--- config.mk ---
export PLATFORM = sky130hd
export DESIGN_NAME = pipe_stage_hs
export DESIGN_NICKNAME = d
export VERILOG_FILES = /design/src/rtl/pipe_stage_hs.sv
export SDC_FILE = /design/constraint.sdc
export NUM_CORES = 1
export LEC_CHECK = 0
export CAP_MARGIN = 20
export CORE_ASPECT_RATIO = 1.2
export CORE_MARGIN = 10
export CORE_UTILIZATION = 50
export DETAILED_ROUTE_END_ITERATION = 8
export GPL_ROUTABILITY_DRIVEN = 0
export HOLD_SLACK_MARGIN = 0.1
export MAX_ROUTING_LAYER = met4
export PLACE_DENSITY = 0.8
export SLEW_MARGIN = 20
export SYNTH_ARGS = -nofsm -noshare
export SYNTH_HDL_FRONTEND = slang
export SYNTH_SLANG_ARGS = --single-unit
--- constraint.sdc ---
create_clock -name clk -period 2.56 [get_ports clk]
set_input_delay 0.384 -clock clk [delete_from_list [all_inputs] [get_ports clk]]
set_output_delay 0.384 -clock clk [all_outputs]
set_load 0.02 [all_outputs]
--- src/rtl/pipe_stage_hs.sv ---
// ----------------------------------------------------------------------------
// pipe_stage_hs
//
// Generic inter-stage pipeline register with a valid/ready handshake. It
// carries an opaque payload plus a control field that is zeroed whenever
// no valid beat is present. A synchronous flush kills all held beats and
// any beat offered in the same cycle. A halt marker in the control field
// makes the stage stop accepting new beats until flush or reset.
//
// With SKID=1 a second (skid) register absorbs the one beat that can arrive
// after downstream stalls. This lets in_ready come straight from flops and
// still sustain one beat per cycle. With SKID=0 there is a single register
// and in_ready depends combinationally on out_ready.
//
// Parameters:
//   DATA_W   payload width
//   CTRL_W   control-field width (zeroed on bubbles and flushes)
//   SKID     1 = 2-entry skid buffer, 0 = single register
//   HALT_BIT index of the halt marker inside the control field
//
// Ports:
//   clk        rising-edge clock
//   rst        asynchronous reset, active-low
//   flush      synchronous kill of all held and incoming beats
//   in_valid   upstream beat present
//   in_ready   stage can accept a beat (held 0 while in reset)
//   in_ctrl    upstream control field
//   in_data    upstream payload
//   out_valid  beat present toward downstream
//   out_ready  downstream accepts
//   out_ctrl   control field, 0 when out_valid=0
//   out_data   payload
//   occupancy  number of held beats (0..2), registered
//   halted     sticky flag: a halt beat has been accepted
// ----------------------------------------------------------------------------
module pipe_stage_hs #(
    parameter int DATA_W   = 64,
    parameter int CTRL_W   = 4,
    parameter int SKID     = 1,
    parameter int HALT_BIT = 0
) (
    input  logic              clk,
    input  logic              rst,
    input  logic              flush,
    input  logic              in_valid,
    output logic              in_ready,
    input  logic [CTRL_W-1:0] in_ctrl,
    input  logic [DATA_W-1:0] in_data,
    output logic              out_valid,
    input  logic              out_ready,
    output logic [CTRL_W-1:0] out_ctrl,
    output logic [DATA_W-1:0] out_data,
    output logic [1:0]        occupancy,
    output logic              halted
);

    // Main register: the beat currently presented downstream.
    logic              main_valid;
    logic [CTRL_W-1:0] main_ctrl;
    logic [DATA_W-1:0] main_data;

    // Skid register: the second beat, only ever valid while main is full.
    logic              skid_valid;
    logic [CTRL_W-1:0] skid_ctrl;
    logic [DATA_W-1:0] skid_data;

    // Next-state values.
    logic              main_valid_d;
    logic [CTRL_W-1:0] main_ctrl_d;
    logic [DATA_W-1:0] main_data_d;
    logic              skid_valid_d;
    logic [CTRL_W-1:0] skid_ctrl_d;
    logic [DATA_W-1:0] skid_data_d;
    logic              halted_d;
    logic [1:0]        occupancy_d;

    logic accept;
    logic emit;

    // ------------------------------------------------------------------------
    // Ready generation. Both variants are gated by rst so that upstream sees
    // in_ready=0 for the whole time the stage is held in reset.
    // ------------------------------------------------------------------------
    generate
        if (SKID != 0) begin : g_ready_skid
            // Registered ready: only a full skid register or a halt blocks
            // intake, so in_ready never depends on out_ready.
            assign in_ready = rst & ~skid_valid & ~halted;
        end else begin : g_ready_noskid
            // Single register: we can take a beat if main is empty or is
            // leaving on this same edge.
            assign in_ready = rst & (~main_valid | out_ready) & ~halted;
        end
    endgenerate

    assign accept = in_valid & in_ready;
    assign emit   = main_valid & out_ready;

    assign out_valid = main_valid;
    assign out_data  = main_data;
    assign out_ctrl  = main_valid ? main_ctrl : '0;

    // ------------------------------------------------------------------------
    // Next-state logic.
    // ------------------------------------------------------------------------
    always_comb begin
        // NOTE: every signal assigned here gets a default first; a path that
        // leaves one unassigned would infer a latch.
        main_valid_d = main_valid;
        main_ctrl_d  = main_ctrl;
        main_data_d  = main_data;
        skid_valid_d = skid_valid;
        skid_ctrl_d  = skid_ctrl;
        skid_data_d  = skid_data;
        halted_d     = halted;

        if (flush) begin
            // Flush wins over everything: held beats and any concurrent
            // accept are dropped. Payload registers are left alone because
            // nothing downstream looks at them without a valid beat.
            main_valid_d = 1'b0;
            main_ctrl_d  = '0;
            skid_valid_d = 1'b0;
            skid_ctrl_d  = '0;
            halted_d     = 1'b0;
        end else begin
            if (emit && skid_valid) begin
                // Skid beat moves up. in_ready is low whenever skid is full,
                // so no accept can compete with this refill.
                main_valid_d = 1'b1;
                main_ctrl_d  = skid_ctrl;
                main_data_d  = skid_data;
                skid_valid_d = 1'b0;
                skid_ctrl_d  = '0;
            end else if (accept && (!main_valid || emit)) begin
                // Main is empty or being vacated this edge.
                main_valid_d = 1'b1;
                main_ctrl_d  = in_ctrl;
                main_data_d  = in_data;
            end else if (accept) begin
                // Main is full and stalled: park the beat in skid. Only
                // reachable with SKID=1, since without a skid register
                // in_ready already requires main to be free or leaving.
                skid_valid_d = 1'b1;
                skid_ctrl_d  = in_ctrl;
                skid_data_d  = in_data;
            end else if (emit) begin
                // Beat leaves with nothing behind it: insert a bubble.
                main_valid_d = 1'b0;
                main_ctrl_d  = '0;
            end

            if (accept && in_ctrl[HALT_BIT]) begin
                halted_d = 1'b1;
            end
        end

        occupancy_d = {1'b0, main_valid_d} + {1'b0, skid_valid_d};
    end

    // ------------------------------------------------------------------------
    // State registers.
    // ------------------------------------------------------------------------
    always_ff @(posedge clk or negedge rst) begin
        if (!rst) begin
            // NOTE: the payload registers are reset too, so that out_data
            // reads 0 after reset instead of leftover contents.
            main_valid <= 1'b0;
            main_ctrl  <= '0;
            main_data  <= '0;
            halted     <= 1'b0;
            occupancy  <= 2'd0;
        end else begin
            // NOTE: non-blocking assignments keep every register sampling
            // pre-edge values, independent of statement order.
            main_valid <= main_valid_d;
            main_ctrl  <= main_ctrl_d;
            main_data  <= main_data_d;
            halted     <= halted_d;
            occupancy  <= occupancy_d;
        end
    end

    generate
        if (SKID != 0) begin : g_skid_regs
            always_ff @(posedge clk or negedge rst) begin
                if (!rst) begin
                    skid_valid <= 1'b0;
                    skid_ctrl  <= '0;
                    skid_data  <= '0;
                end else begin
                    skid_valid <= skid_valid_d;
                    skid_ctrl  <= skid_ctrl_d;
                    skid_data  <= skid_data_d;
                end
            end
        end else begin : g_no_skid
            // No skid storage in this build. The next-state values computed
            // above are ignored.
            assign skid_valid = 1'b0;
            assign skid_ctrl  = '0;
            assign skid_data  = '0;
        end
    endgenerate

endmodule

[After elaboration in Yosys (flattened, before gate mapping)]
Cells that the tools add are included.
Storage, ports and cells
  word-level logic and storage cells: 56
  memories kept: 0
  input port bits: 73
  output and inout bits: 73
  memory bits (read-only): 0
  RAM bits: 0
  bits in latches: 0
  flip-flop bits (word level): 141
Cells by class
  $lt $le $gt $ge: 0
  equality and inequality tests: 2
  add/sub/neg operators: 1
  bitwise logic cells: 9
  div/mod/pow operators: 0
  reductions and logical operators: 13
  $mul: 0
  shift operators: 0
  mux-type cells: 23
Operators by type and width (count)
  64-bit two-way mux: 2
  4-bit two-way mux: 10
  1-bit two-way mux: 11
  2-bit AND reduction: 3
  1-bit NOT: 5
  1-bit AND: 4
  4-bit by 2-bit inequality test with 1-bit output (second input constant): 1
  4-bit AND reduction: 1
  2-bit nonzero test: 2
  4-bit nonzero test: 1
  1-bit logical AND: 3
  3-bit inequality test (second input constant): 1
  3-bit nonzero test: 1
  1-bit by 1-bit adder with 2-bit output: 1
  1-bit logical NOT: 1
  1-bit logical OR: 1

[Logic depth before layout (Yosys ltp)]
  word-level depth: 9
  mapped depth: 7
  gate-level depth less buffers: 4

[Least setup slack after synthesis]
Ideal clock, no wire load.
  kind: reg2reg
  start: reg main_valid (netlist: out_valid)
  end: reg main_data[30] (netlist: out_data[30])
  path buffers: 2
  data required time: 2.435 ns
  period minus slack after synthesis: 2.021 ns
  setup time: 0.125 ns
  cell stages (with the launch flop): 6
  data arrival time: 1.896 ns
  slack: 0.539 ns
  cell sequence: dfrtp_1 and3_2 clkbuf_1 clkbuf_1 mux2_2 mux2_2
Between the ends
  word-level cells in the longest chain between the ends: 5
  elaborated cells between the ends (all ways): 8
  those cells by class: mux (1); bitwise (1); reduce/logical (6)
Ends and longest elaborated chain
  start, declared: line 58  | logic main_valid;
  start signal, assigned: line 176  | main_valid <= main_valid_d;
  1-bit AND / 1-bit logical NOT (equally long branches): line 97, 135
  1-bit logical OR: line 135  | end else if (accept && (!main_valid || emit)) begin
  1-bit logical AND: line 135
  2-bit nonzero test (no line)
  2-bit AND reduction (no line)
  end signal, assigned: line 178  | main_data <= main_data_d;
  end, declared: line 60  | logic [DATA_W-1:0] main_data;
Several ways; a longest one is shown, not always the timed one.
A chain may end at the register's enable or synchronous reset.

[Worst setup path in the final report]
  start: reg main_valid (netlist: out_valid)
  end: out out_ctrl[0]
Between the ends
  word-level cells in the longest chain between the ends: 1
Ends and longest elaborated chain
  4-bit two-way mux: line 101  | assign out_ctrl = main_valid ? main_ctrl : '0;
  end, declared: line 51  | output logic [CTRL_W-1:0] out_ctrl,
Every way passes these cells.

==> flow_metrics.env <==
export IMPL_critPathMaxFanout=19
export IMPL_postCtsHoldBufs=0
export IMPL_skew_ns=0.007615
export IMPL_dp_cells=702
export IMPL_syn_area_sq_mm=0.006337
export IMPL_gr_usage_met3_pct=4.042
export IMPL_yosysSeqAreaShare_pct=55.68
export IMPL_worst_slew_pin_slew_ns=0.9253
export IMPL_endpoint_kind="output pin"
export IMPL_die_w_microns=122.8
export IMPL_r2r_start="out_valid"
export IMPL_combPwrFrac_pct=22.0
export IMPL_drive_gt1_share_pct=39.82
export IMPL_fin_crit_ns=2.253
export IMPL_grt_max_degree=75
export IMPL_cts_buffers=17
export IMPL_wl_per_cell_microns=19.24
export IMPL_post_route_period_util_pct=88.00
export IMPL_vias_per_cell=5.313
export IMPL_start_util_pct=50.47
export IMPL_finalNetCount=631
export IMPL_p_int_mw=5.463
export IMPL_sw_frac_of_total_pct=25.02
export IMPL_path_cells="and2_1 > clkdlybuf4s50_1"
export IMPL_worstPathRequired_ns=2.18
export IMPL_core_area_sq_mm=0.01256
export IMPL_cp_slowest_cell="dfrtp_1"
export IMPL_crit_path_start_kind="register"
export IMPL_postRouteAntennaNets=0
export IMPL_synth_cell_type_count=29
export IMPL_critPathMaxStageDelay_ns=0.65
export IMPL_busiest_layer="met2"
export IMPL_pin_count=146
export IMPL_clock_latency_ns=0.41
export IMPL_vias=3900
export IMPL_power_leakage_nw=3.669
export IMPL_syn_avg_cell_area_sq_um=15.46
export IMPL_clock_sinks=141
export IMPL_die_y_microns=143.3
export IMPL_status="finished, final reports clean"
export IMPL_drtPass1Iterations=4
export IMPL_final_setup_viol_count=0
export IMPL_hold_path_class="in -> async"
export IMPL_grt_overflow_total=0
export IMPL_rsz0062_at_grt="false"
export IMPL_final_hold_violation_count=0
export IMPL_post_dp_hpwl_microns=9726
export IMPL_grt_pass1_wl_microns=22890
export IMPL_die_area_sq_mm=0.01760
export IMPL_cts_resized=0
export IMPL_drv_cap=0
export IMPL_synth_nets=484
export IMPL_grtUsageTotal_pct=16.83
export IMPL_grt_use_met2_pct=29.24
export IMPL_arrival_ns=1.87
export IMPL_syn_inst=410
export IMPL_seq_power_share_pct=39.4
export IMPL_maxSlewViolCount=0
export IMPL_port_buffers=145
export IMPL_cts_tree="built"
export IMPL_post_route_drc_count=0
export IMPL_ir_drop_mv=0.4180
export IMPL_grt_pass1_vias=4391
export IMPL_clockPowerShare_pct=38.6
export IMPL_drt_iter0_drc=223
export IMPL_synth_warnings=0
export IMPL_crit_path_start="out_valid"
export IMPL_relSlewSlack_pct=38.31
export IMPL_path_class="reg -> out"
export IMPL_p_per_area_mw_per_mm2=847.6
export IMPL_clock_path_buffers=2
export IMPL_area_growth_pct=35.64
export IMPL_cts_setup_buffers=0
export IMPL_wirelength_microns=14120
export IMPL_fin_util_pct=68.46
export IMPL_setup_tns_final_ns=0
export IMPL_use_met1_pct=18.48
export IMPL_ctsRootBufferMaster="clkbuf_16"
export IMPL_p_sw_mw=1.823
export IMPL_htree_levels=4
export IMPL_post_layout_nonfiller_instances=734
export IMPL_clk_pin_slew_ns=0.06
export IMPL_rows=45
export IMPL_max_freq_mhz=443.9
export IMPL_ys_ff_latch=141
export IMPL_antenna_found_initial=0
export IMPL_diodes=0
-- final cells by class --
cell class                      instances  area (sq um)
Clock buffer                           23         478.0
Clock inverter                          9         206.4
Fill cell                             867          3960
Tap cell                              164         205.2
Sequential cell                       141          3528
Multi-Input combinational cell        241          2571
Inverter                                1         3.754
Timing Repair Buffer                  155          1603
-- critical path: cells and delay by family (launching register included) --
| kind | cells | cell delay [ns] |
|---|---|---|
| buffers and inverters | 1 | 0.61 |
| flip-flops | 1 | 0.65 |
| AND/OR/NAND/NOR | 1 | 0.20 |
-- cell usage after synthesis, drive strengths merged --
master / instances / area share [%]
a211oi: 1 / 0.32
a21oi: 11 / 0.87
a221o: 1 / 0.18
a221oi: 3 / 0.41
a32oi: 3 / 0.41
and2: 4 / 0.39
and3: 1 / 0.12
and4bb: 1 / 0.20
buf: 20 / 3.3
clkbuf: 7 / 0.41
dfrtp: 141 / 56
ha: 1 / 0.20
inv: 1 / 0.059
mux2: 192 / 35
nand2: 2 / 0.12
nand2b: 2 / 0.20
nand3: 5 / 0.39
nand4bb: 1 / 0.43
nor2: 2 / 0.12
nor2b: 1 / 0.099
nor3: 1 / 0.26
nor3b: 2 / 0.24
o211a: 1 / 0.16
o211ai: 4 / 0.47
o21ai: 2 / 0.16
-- power by group through the flow --
stage	logic [mW]	clock network [mW]	registers, mW
final	1.60	2.81	2.87
after global routing	1.70	2.97	2.92
after CTS	1.63	2.86	2.88
after detailed placement	1.62	0	2.91
after global placement	1.58	0	2.88
after floorplan	0.503	0	3.17
-- stage by stage --
stage	setup WS [ns]	hold slack, ns	instance area (sq um)	power, mW
floorplan	0.5393	0.08841	6337	3.670
global placement	0.2074	0.4608	7911	4.468
detailed placement	0.1928	0.4729	7911	4.530
CTS	0.2854	0.2249	8596	7.368
global route	0.1945	0.2609	8596	7.589
finish	0.3073	0.2046	8596	7.286
-- cell families after synthesis --
kind of cell / Yosys count / share of synthesized area (%)
adder cells (fa/ha/maj): 1 / 0.1974
AO/OA/AOI/OAI: 26 / 2.981
multiplexers: 192 / 34.83
AND/OR/NAND/NOR: 22 / 2.567
flip-flops: 141 / 55.68
buffers and inverters: 28 / 3.751
-- state kept, by name, summed over array words and instances (netlist names) --
register,flops
out_data,64
skid_valid,1
out_valid,1
skid_ctrl,4
skid_data,64
occupancy,2
halted,1
main_ctrl,4
-- cells in the final DEF, fill, tap and decap left out --
master,n
a211oi_4,1
a21oi_1,11
a221o_2,1
a221oi_1,3
a32oi_1,3
and2_1,4
and3_2,1
and4bb_2,1
buf_12,6
buf_4,4
buf_6,1
bufinv_16,6
clkbuf_1,3
clkbuf_16,17
clkbuf_8,3
clkdlybuf4s50_1,144
clkinv_4,3
dfrtp_1,141
ha_1,1
inv_1,1
mux2_1,11
mux2_2,169
mux2_4,12
nand2_1,2
nand2b_1,2
nand3_1,5
nand4bb_4,1
nor2_1,2
nor2b_1,1
nor3_4,1
nor3b_1,2
o211a_1,1
o211ai_1,4
o21ai_0,2
-- routing by layer --
| layer | share of wire [%] | wire length (microns) |
|---|---|---|
| met4 | 1.6 | 222 |
| met1 | 40 | 5633 |
| met2 | 54 | 7555 |
| met5 | 0 | 0 |
| met3 | 5.0 | 710 |
-- path summary, 6_finish.rpt --
path | endpoint | slack (ns) | cells after the start
worst min-delay path | skid_data[10] | 0.20 | 2
min in group clk | out_valid | 0.41 | 3
worst max register to register | out_data[52] | 0.53 | 4
max in group asynchronous | out_data[38] | 1.72 | 2
worst min register to register | skid_data[14] | 0.48 | 1
worst max-delay path | out_ctrl[0] | 0.31 | 2
Note: power is estimated with default switching activity, not from simulation.
